--- src/rtl/rgb_wheel_scheduler.sv ---
// Shared timebase, hue sequencer and 3-channel PWM for the RGB colour-wheel animation.
// Optional button/debounce/mode machine is built only when RGB_WHEEL_BUTTON_EN is defined.
//
// mode       | meaning
// -----------+--------------------------------------------------------
// RUN   (0)  | timebase, hue and duties advance; PWM outputs active
// PAUSE (1)  | timebase, hue and duties frozen; PWM runs at held duties
// BLANK (2)  | animation advances; all PWM outputs forced low
module rgb_wheel_scheduler #(
    parameter int INC_DEC_INTERVAL = 10_000,
    parameter int INC_DEC_MAX      = 200,
    parameter int STATE_COUNT      = 6,
    parameter int PWM_INTERVAL     = 1200,
    parameter int STEP_VAL         = 6,
    parameter int DEBOUNCE_CYCLES  = 120_000,
    parameter int DW               = $clog2(PWM_INTERVAL + 1)
) (
    input  logic          clk,
    input  logic          rst_n,
    input  logic          btn_n,
    output logic          pwm_r,
    output logic          pwm_g,
    output logic          pwm_b,
    output logic [DW-1:0] duty_r,
    output logic [DW-1:0] duty_g,
    output logic [DW-1:0] duty_b,
    output logic [2:0]    hue_state,
    output logic [1:0]    mode,
    output logic          tick
);

    localparam int PSW = (INC_DEC_INTERVAL > 1) ? $clog2(INC_DEC_INTERVAL) : 1;
    localparam int TCW = (INC_DEC_MAX > 1) ? $clog2(INC_DEC_MAX) : 1;

    localparam logic [1:0] MODE_RUN   = 2'd0;
    localparam logic [1:0] MODE_PAUSE = 2'd1;
    localparam logic [1:0] MODE_BLANK = 2'd2;

    localparam logic [DW-1:0] DUTY_MAX  = DW'(PWM_INTERVAL);
    localparam logic [DW-1:0] DUTY_STEP = DW'(STEP_VAL);

    logic [PSW-1:0] presc_q, presc_d;
    logic [TCW-1:0] tick_cnt_q, tick_cnt_d;
    logic [2:0]     hue_q, hue_d;
    logic [DW-1:0]  duty_q [3];
    logic [DW-1:0]  duty_d [3];
    logic [DW-1:0]  pwm_cnt_q, pwm_cnt_d;
    logic [2:0]     pwm_q, pwm_d;
    logic           advance;
    logic           tick_w;
    logic           last_tick;
    logic [1:0]     mode_w;

    function automatic int unsigned chan_offset(input int ch);
        case (ch)
            0:       return 4;
            1:       return 2;
            default: return 0;
        endcase
    endfunction

    function automatic logic [2:0] phase_of(input logic [2:0] hue, input int unsigned off);
        int unsigned s;
        s = 32'(hue) + off;
        return 3'(s % 6);
    endfunction

    function automatic logic [DW-1:0] duty_start(input logic [2:0] p);
        case (p)
            3'd1, 3'd2, 3'd3: return DUTY_MAX;
            default:          return '0;
        endcase
    endfunction

    function automatic logic [DW-1:0] duty_step(input logic [2:0] p, input logic [DW-1:0] cur);
        logic [DW:0] up;
        up = {1'b0, cur} + {1'b0, DUTY_STEP};
        case (p)
            3'd0:    return (up > {1'b0, DUTY_MAX}) ? DUTY_MAX : up[DW-1:0];
            3'd3:    return (cur < DUTY_STEP) ? '0 : cur - DUTY_STEP;
            default: return cur;
        endcase
    endfunction

`ifdef RGB_WHEEL_BUTTON_EN
    localparam int DBW = (DEBOUNCE_CYCLES > 1) ? $clog2(DEBOUNCE_CYCLES) : 1;

    logic           sync1_q, sync2_q;
    logic           deb_q, deb_d;
    logic           deb_prev_q;
    logic [DBW-1:0] db_cnt_q, db_cnt_d;
    logic [1:0]     mode_q, mode_d;
    logic           press;

    // A press is the debounced level falling; release is ignored.
    assign press = deb_prev_q & ~deb_q;

    always_comb begin
        deb_d    = deb_q;
        db_cnt_d = '0;
        if (sync2_q != deb_q) begin
            if (db_cnt_q == DBW'(DEBOUNCE_CYCLES - 1)) begin
                deb_d = sync2_q;
            end else begin
                db_cnt_d = db_cnt_q + DBW'(1);
            end
        end
    end

    always_comb begin
        mode_d = mode_q;
        if (press) begin
            case (mode_q)
                MODE_RUN:   mode_d = MODE_PAUSE;
                MODE_PAUSE: mode_d = MODE_BLANK;
                default:    mode_d = MODE_RUN;
            endcase
        end
    end

    always_ff @(posedge clk) begin
        if (!rst_n) begin
            sync1_q    <= 1'b1;
            sync2_q    <= 1'b1;
            deb_q      <= 1'b1;
            deb_prev_q <= 1'b1;
            db_cnt_q   <= '0;
            mode_q     <= MODE_RUN;
        end else begin
            sync1_q    <= btn_n;
            sync2_q    <= sync1_q;
            deb_q      <= deb_d;
            deb_prev_q <= deb_q;
            db_cnt_q   <= db_cnt_d;
            mode_q     <= mode_d;
        end
    end

    assign mode_w = mode_q;
`else
    logic unused_btn_n;
    assign unused_btn_n = btn_n;
    assign mode_w       = MODE_RUN;
`endif

    assign advance   = (mode_w != MODE_PAUSE);
    assign tick_w    = advance && (presc_q == PSW'(INC_DEC_INTERVAL - 1));
    assign last_tick = (tick_cnt_q == TCW'(INC_DEC_MAX - 1));

    always_comb begin
        presc_d    = presc_q;
        tick_cnt_d = tick_cnt_q;
        hue_d      = hue_q;
        for (int i = 0; i < 3; i++) duty_d[i] = duty_q[i];

        if (advance) begin
            presc_d = tick_w ? '0 : presc_q + PSW'(1);
        end

        // A hue advance snaps every channel to its new phase start, overriding the ramp.
        if (tick_w) begin
            if (last_tick) begin
                tick_cnt_d = '0;
                hue_d      = (hue_q == 3'(STATE_COUNT - 1)) ? 3'd0 : hue_q + 3'd1;
                for (int i = 0; i < 3; i++)
                    duty_d[i] = duty_start(phase_of(hue_d, chan_offset(i)));
            end else begin
                tick_cnt_d = tick_cnt_q + TCW'(1);
                for (int i = 0; i < 3; i++)
                    duty_d[i] = duty_step(phase_of(hue_q, chan_offset(i)), duty_q[i]);
            end
        end
    end

    always_comb begin
        pwm_cnt_d = (pwm_cnt_q == DW'(PWM_INTERVAL - 1)) ? '0 : pwm_cnt_q + DW'(1);
        for (int i = 0; i < 3; i++)
            pwm_d[i] = (pwm_cnt_q < duty_q[i]) && (mode_w != MODE_BLANK);
    end

    always_ff @(posedge clk) begin
        if (!rst_n) begin
            presc_q    <= '0;
            tick_cnt_q <= '0;
            hue_q      <= 3'd0;
            pwm_cnt_q  <= '0;
            pwm_q      <= 3'b000;
            for (int i = 0; i < 3; i++)
                duty_q[i] <= duty_start(phase_of(3'd0, chan_offset(i)));
        end else begin
            presc_q    <= presc_d;
            tick_cnt_q <= tick_cnt_d;
            hue_q      <= hue_d;
            pwm_cnt_q  <= pwm_cnt_d;
            pwm_q      <= pwm_d;
            for (int i = 0; i < 3; i++)
                duty_q[i] <= duty_d[i];
        end
    end

    assign duty_r    = duty_q[0];
    assign duty_g    = duty_q[1];
    assign duty_b    = duty_q[2];
    assign pwm_r     = pwm_q[0];
    assign pwm_g     = pwm_q[1];
    assign pwm_b     = pwm_q[2];
    assign hue_state = hue_q;
    assign mode      = mode_w;
    assign tick      = tick_w;

endmodule

--- config.mk ---
export PLATFORM = sky130hd
export DESIGN_NAME = rgb_wheel_scheduler
export DESIGN_NICKNAME = d
export VERILOG_FILES = /design/src/rtl/rgb_wheel_scheduler.sv
export SDC_FILE = /design/constraint.sdc
export NUM_CORES = 1
export LEC_CHECK = 0
export CORE_MARGIN = 5
export CORE_UTILIZATION = 43
export CTS_CLUSTER_DIAMETER = 30
export DETAILED_ROUTE_END_ITERATION = 6
export PLACE_DENSITY = 0.66
export RECOVER_POWER = 25
export SYNTH_ARGS = -nofsm -noshare
export SYNTH_HDL_FRONTEND = slang
export SYNTH_SLANG_ARGS = --single-unit
--- constraint.sdc ---
create_clock -name clk -period 3.9 [get_ports clk]
set_input_delay 0.39 -clock clk [delete_from_list [all_inputs] [get_ports clk]]
set_output_delay 0.39 -clock clk [all_outputs]
set_load 0.05 [all_outputs]
==> metrics.cfg <==
[timing]
final.setup.worst_slack_ns=0.550
slew_violations=0
max_slew.worst_pin.slew_ns=1.06
slew_headroom_pct=29.4
layout_min_cycle_time_ns=3.35
rsz0062_at_grt=false
finalClockSkew_ns=0.00712
max_freq_mhz=298
setup_violations=0
fin_setup_tns_ns=0
hold_violations=0
post-route-period-util_pct=85.9

[die]
die_w_um=125
dieArea_um2=15700
fp.coreArea_um2=13100
dieHeight_um=125
pin_count=45
start_util_pct=43.7
num_rows=42

[clock_tree]
clk_pin_slew_ns=0.06
cts_buffers=9
htree_levels=3
root_buffer=clkbuf_16
postCtsHoldBufs=0
clk_latency_ns=0.34
clock_path_buffers=2
cts_sinks=69
cts_setup_buffers=0
cts-resized-gates=0
cts_tree=done

[route]
ant_nets=0
dr.pass1.iters=5
dr_wl_met3_um=982
route.detailed.drc=0
drt-wirelength-per-cell_um=16.5
vias=5651
vias_per_cell=6.01
drt-initial-drc-count=502
routed_wl_mm=15.5
top_layer=met4
met1_length_mm=6.95
route.met2.wl_mm=7.34

[grt]
grtUsageTotal_pct=19.5
grt_pass1_wl_mm=25.8
antenna_found_initial=0
grt_max_degree=23
gr-total-overflow=0
grt_pass1_vias=5225

[final_layout]
nets=815
area_growth_pct=13.6
drive_gt1_share_pct=5.63
seq_area_um2=1380
final_common_cell=nor2_1
multiInputGateArea_um2=4000
fillers=1292
fin_util_pct=49.6
mostFrequentLayoutCells=70 x nor2_1, 69 x dfxtp_1, 60 x nand2_1, 52 x ha_1, 42 x inv_1
n_antenna_cell=0

[critical_path]
path_cells=or4_1 > nor4_4 > clkbuf_1 > clkdlybuf4s50_1
rr_endpoint=duty_q[0][9]
path_depth=4
reg2reg_slack_ns=0.84
path_class=reg -> out
slowest_stage=clkdlybuf4s50_1
cp_top_family=buffers and inverters
worstReg2RegStart=hue_state[1]
crit_arrival_ns=2.96
r2r_cells=9
endpoint_kind=output pin
critPathBufInv=2
cp-start-kind=flop
cpPeakStageDelay_ns=0.93
endpoint=tick
crit_fanout=11
critPathLaunch=presc_q[6]
critPathRequiredTime_ns=3.51

[power]
switching_power_uw=389
seqPwrFrac_pct=42.9
leakage_uw=0.00239
powerDensity_nw_per_um2=258
switching_share_pct=23.2
p_clk_share_pct=52.8
peakVddDrop_v=0.000212
p_int_uw=1290
comb_power_share_pct=4.4

[logic_synthesis]
yosys_warnings=0
synth_ff_type=dfxtp_1
synth-edff-count=0
synthAdderAreaFrac_pct=11.3
synth_compound_area_share_pct=25.8
synth_xor_area_share_pct=5.80
netlist_area_um2=5740
avgSynthCellArea_um2=7.77
ys_ff_latch=69
yosysSeqAreaShare_pct=24.1
synthesis.instances=738
async_flop_share_pct=0
synth-simple-area-share_pct=25.3
synth_mux_area_share_pct=1.22
synthDistinctLibCells=79
synth_top_family_by_area=compound AO/OA/AOI/OAI gates

[placement]
hpwl_mm=11.4
port_buffers=38
pre_cts_slack_ns=0.930
place_congestion=0.930

[min_path]
holdCritPathClass=reg -> reg

[flow_run]
cap_violations=0

[run_status]
status=complete, no violations

[cell usage after synthesis (all sizes together), types with 4 or more instances]
| library cell | n | area (um^2) |
|---|---|---|
| a211o | 4 | 35.0 |
| a211oi | 15 | 123 |
| a21o | 4 | 30.0 |
| a21oi | 36 | 180 |
| a221o | 4 | 40.0 |
| a22oi | 4 | 30.0 |
| a311oi | 7 | 61.3 |
| a31oi | 9 | 56.3 |
| a32oi | 4 | 35.0 |
| and2 | 7 | 43.8 |
| and3 | 15 | 93.8 |
| buf | 24 | 141 |
| clkbuf | 17 | 63.8 |
| dfxtp | 69 | 1380 |
| ha | 52 | 651 |
| inv | 42 | 158 |
| mux2i | 7 | 70.1 |
| nand2 | 61 | 234 |
| nand2b | 9 | 56.3 |
| nand3 | 36 | 193 |
| nand4 | 8 | 50.1 |
| nor2 | 70 | 263 |
| nor2b | 6 | 37.5 |
| nor3 | 27 | 146 |
| nor4 | 10 | 90.1 |
| nor4b | 4 | 41.3 |
| o2111ai | 5 | 43.8 |
| o211ai | 6 | 45.0 |
| o21a | 13 | 98.9 |
| o21ai | 41 | 213 |
| o221ai | 9 | 78.8 |
| o22ai | 8 | 50.1 |
| o31ai | 5 | 42.5 |
| o41ai | 5 | 43.8 |
| or2 | 5 | 31.3 |
| or3 | 9 | 56.3 |
| xnor2 | 21 | 184 |
| xor2 | 17 | 149 |
[worst min path at each step]
stage	cells after the start	to	slack, ns	from
floorplan	1	pwm_cnt_q[0]	0.41	pwm_cnt_q[0]
global placement	1	presc_q[0]	0.43	presc_q[0]
detailed placement	1	pwm_cnt_q[0]	0.43	pwm_cnt_q[0]
CTS	1	pwm_cnt_q[0]	0.45	pwm_cnt_q[0]
global route	1	pwm_cnt_q[0]	0.46	pwm_cnt_q[0]
finish	1	pwm_cnt_q[0]	0.44	pwm_cnt_q[0]
[metal layers]
metal / vias to the layer above / global-route usage (%)
met5: - / 0
met4: 0 / 5.10
met3: 19 / 3.92
met2: 214 / 32.5
met1: 2654 / 25.7
li1: 2764 / -
[power by group through the flow]
stage          clock [uW]  combinational (uW)  sequential (uW)
2_1_floorplan           0                53.2              742
3_3_place_gp            0                74.9              736
3_5_place_dp            0                76.1              736
4_1_cts               905                76.4              721
5_1_grt               936                81.3              721
6_report              888                73.4              721
[per-stage QoR]
step | instance area (um^2) | cells | total power (uW) | hold slack, ns
after CTS | 6540 | 940 | 1700 | 0.447
after global placement | 6220 | 925 | 811 | 0.427
after global routing | 6520 | 940 | 1740 | 0.459
final | 6520 | 940 | 1680 | 0.444
after detailed placement | 6220 | 925 | 812 | 0.434
after floorplan | 5750 | 742 | 795 | 0.413
[cells by family after synthesis]
group,after synthesis
xor gates and xnor gates,38
muxes,7
adders and majority gates,52
buffers and inverters,83
other,1
and+or+nand+nor,281
AOI/OAI and AO/OA,207
DFF,69
[worst register-to-register path, stage by stage, from the launching register on]
cell and delay (ns):
dfxtp_1 0.34, inv_1 0.14, ha_1 0.37, nand2_1 0.09, nor4b_2 0.54, or2_0 0.52, nor3b_1 0.16, nor2_1 0.41
nand2_1 0.18, a211oi_2 0.24
[area by class of cell]
class                      count  share of cell area, %
sequential                    69                   21.2
multi-input combinational    590                   61.4
tap                          176                   3.38
clock inverter                 6                   1.36
timing repair buffer          48                   6.82
clock buffer                   9                   3.46
inverter                      42                   2.42
[sequential cells by signal, indices dropped and copies added, names as in the netlist]
register	cells
duty_q	30
presc_q	14
pwm_cnt_q	11
tick_cnt_q	8
hue_state	3
pwm_q	3
Power figures use the tool's default switching activity.
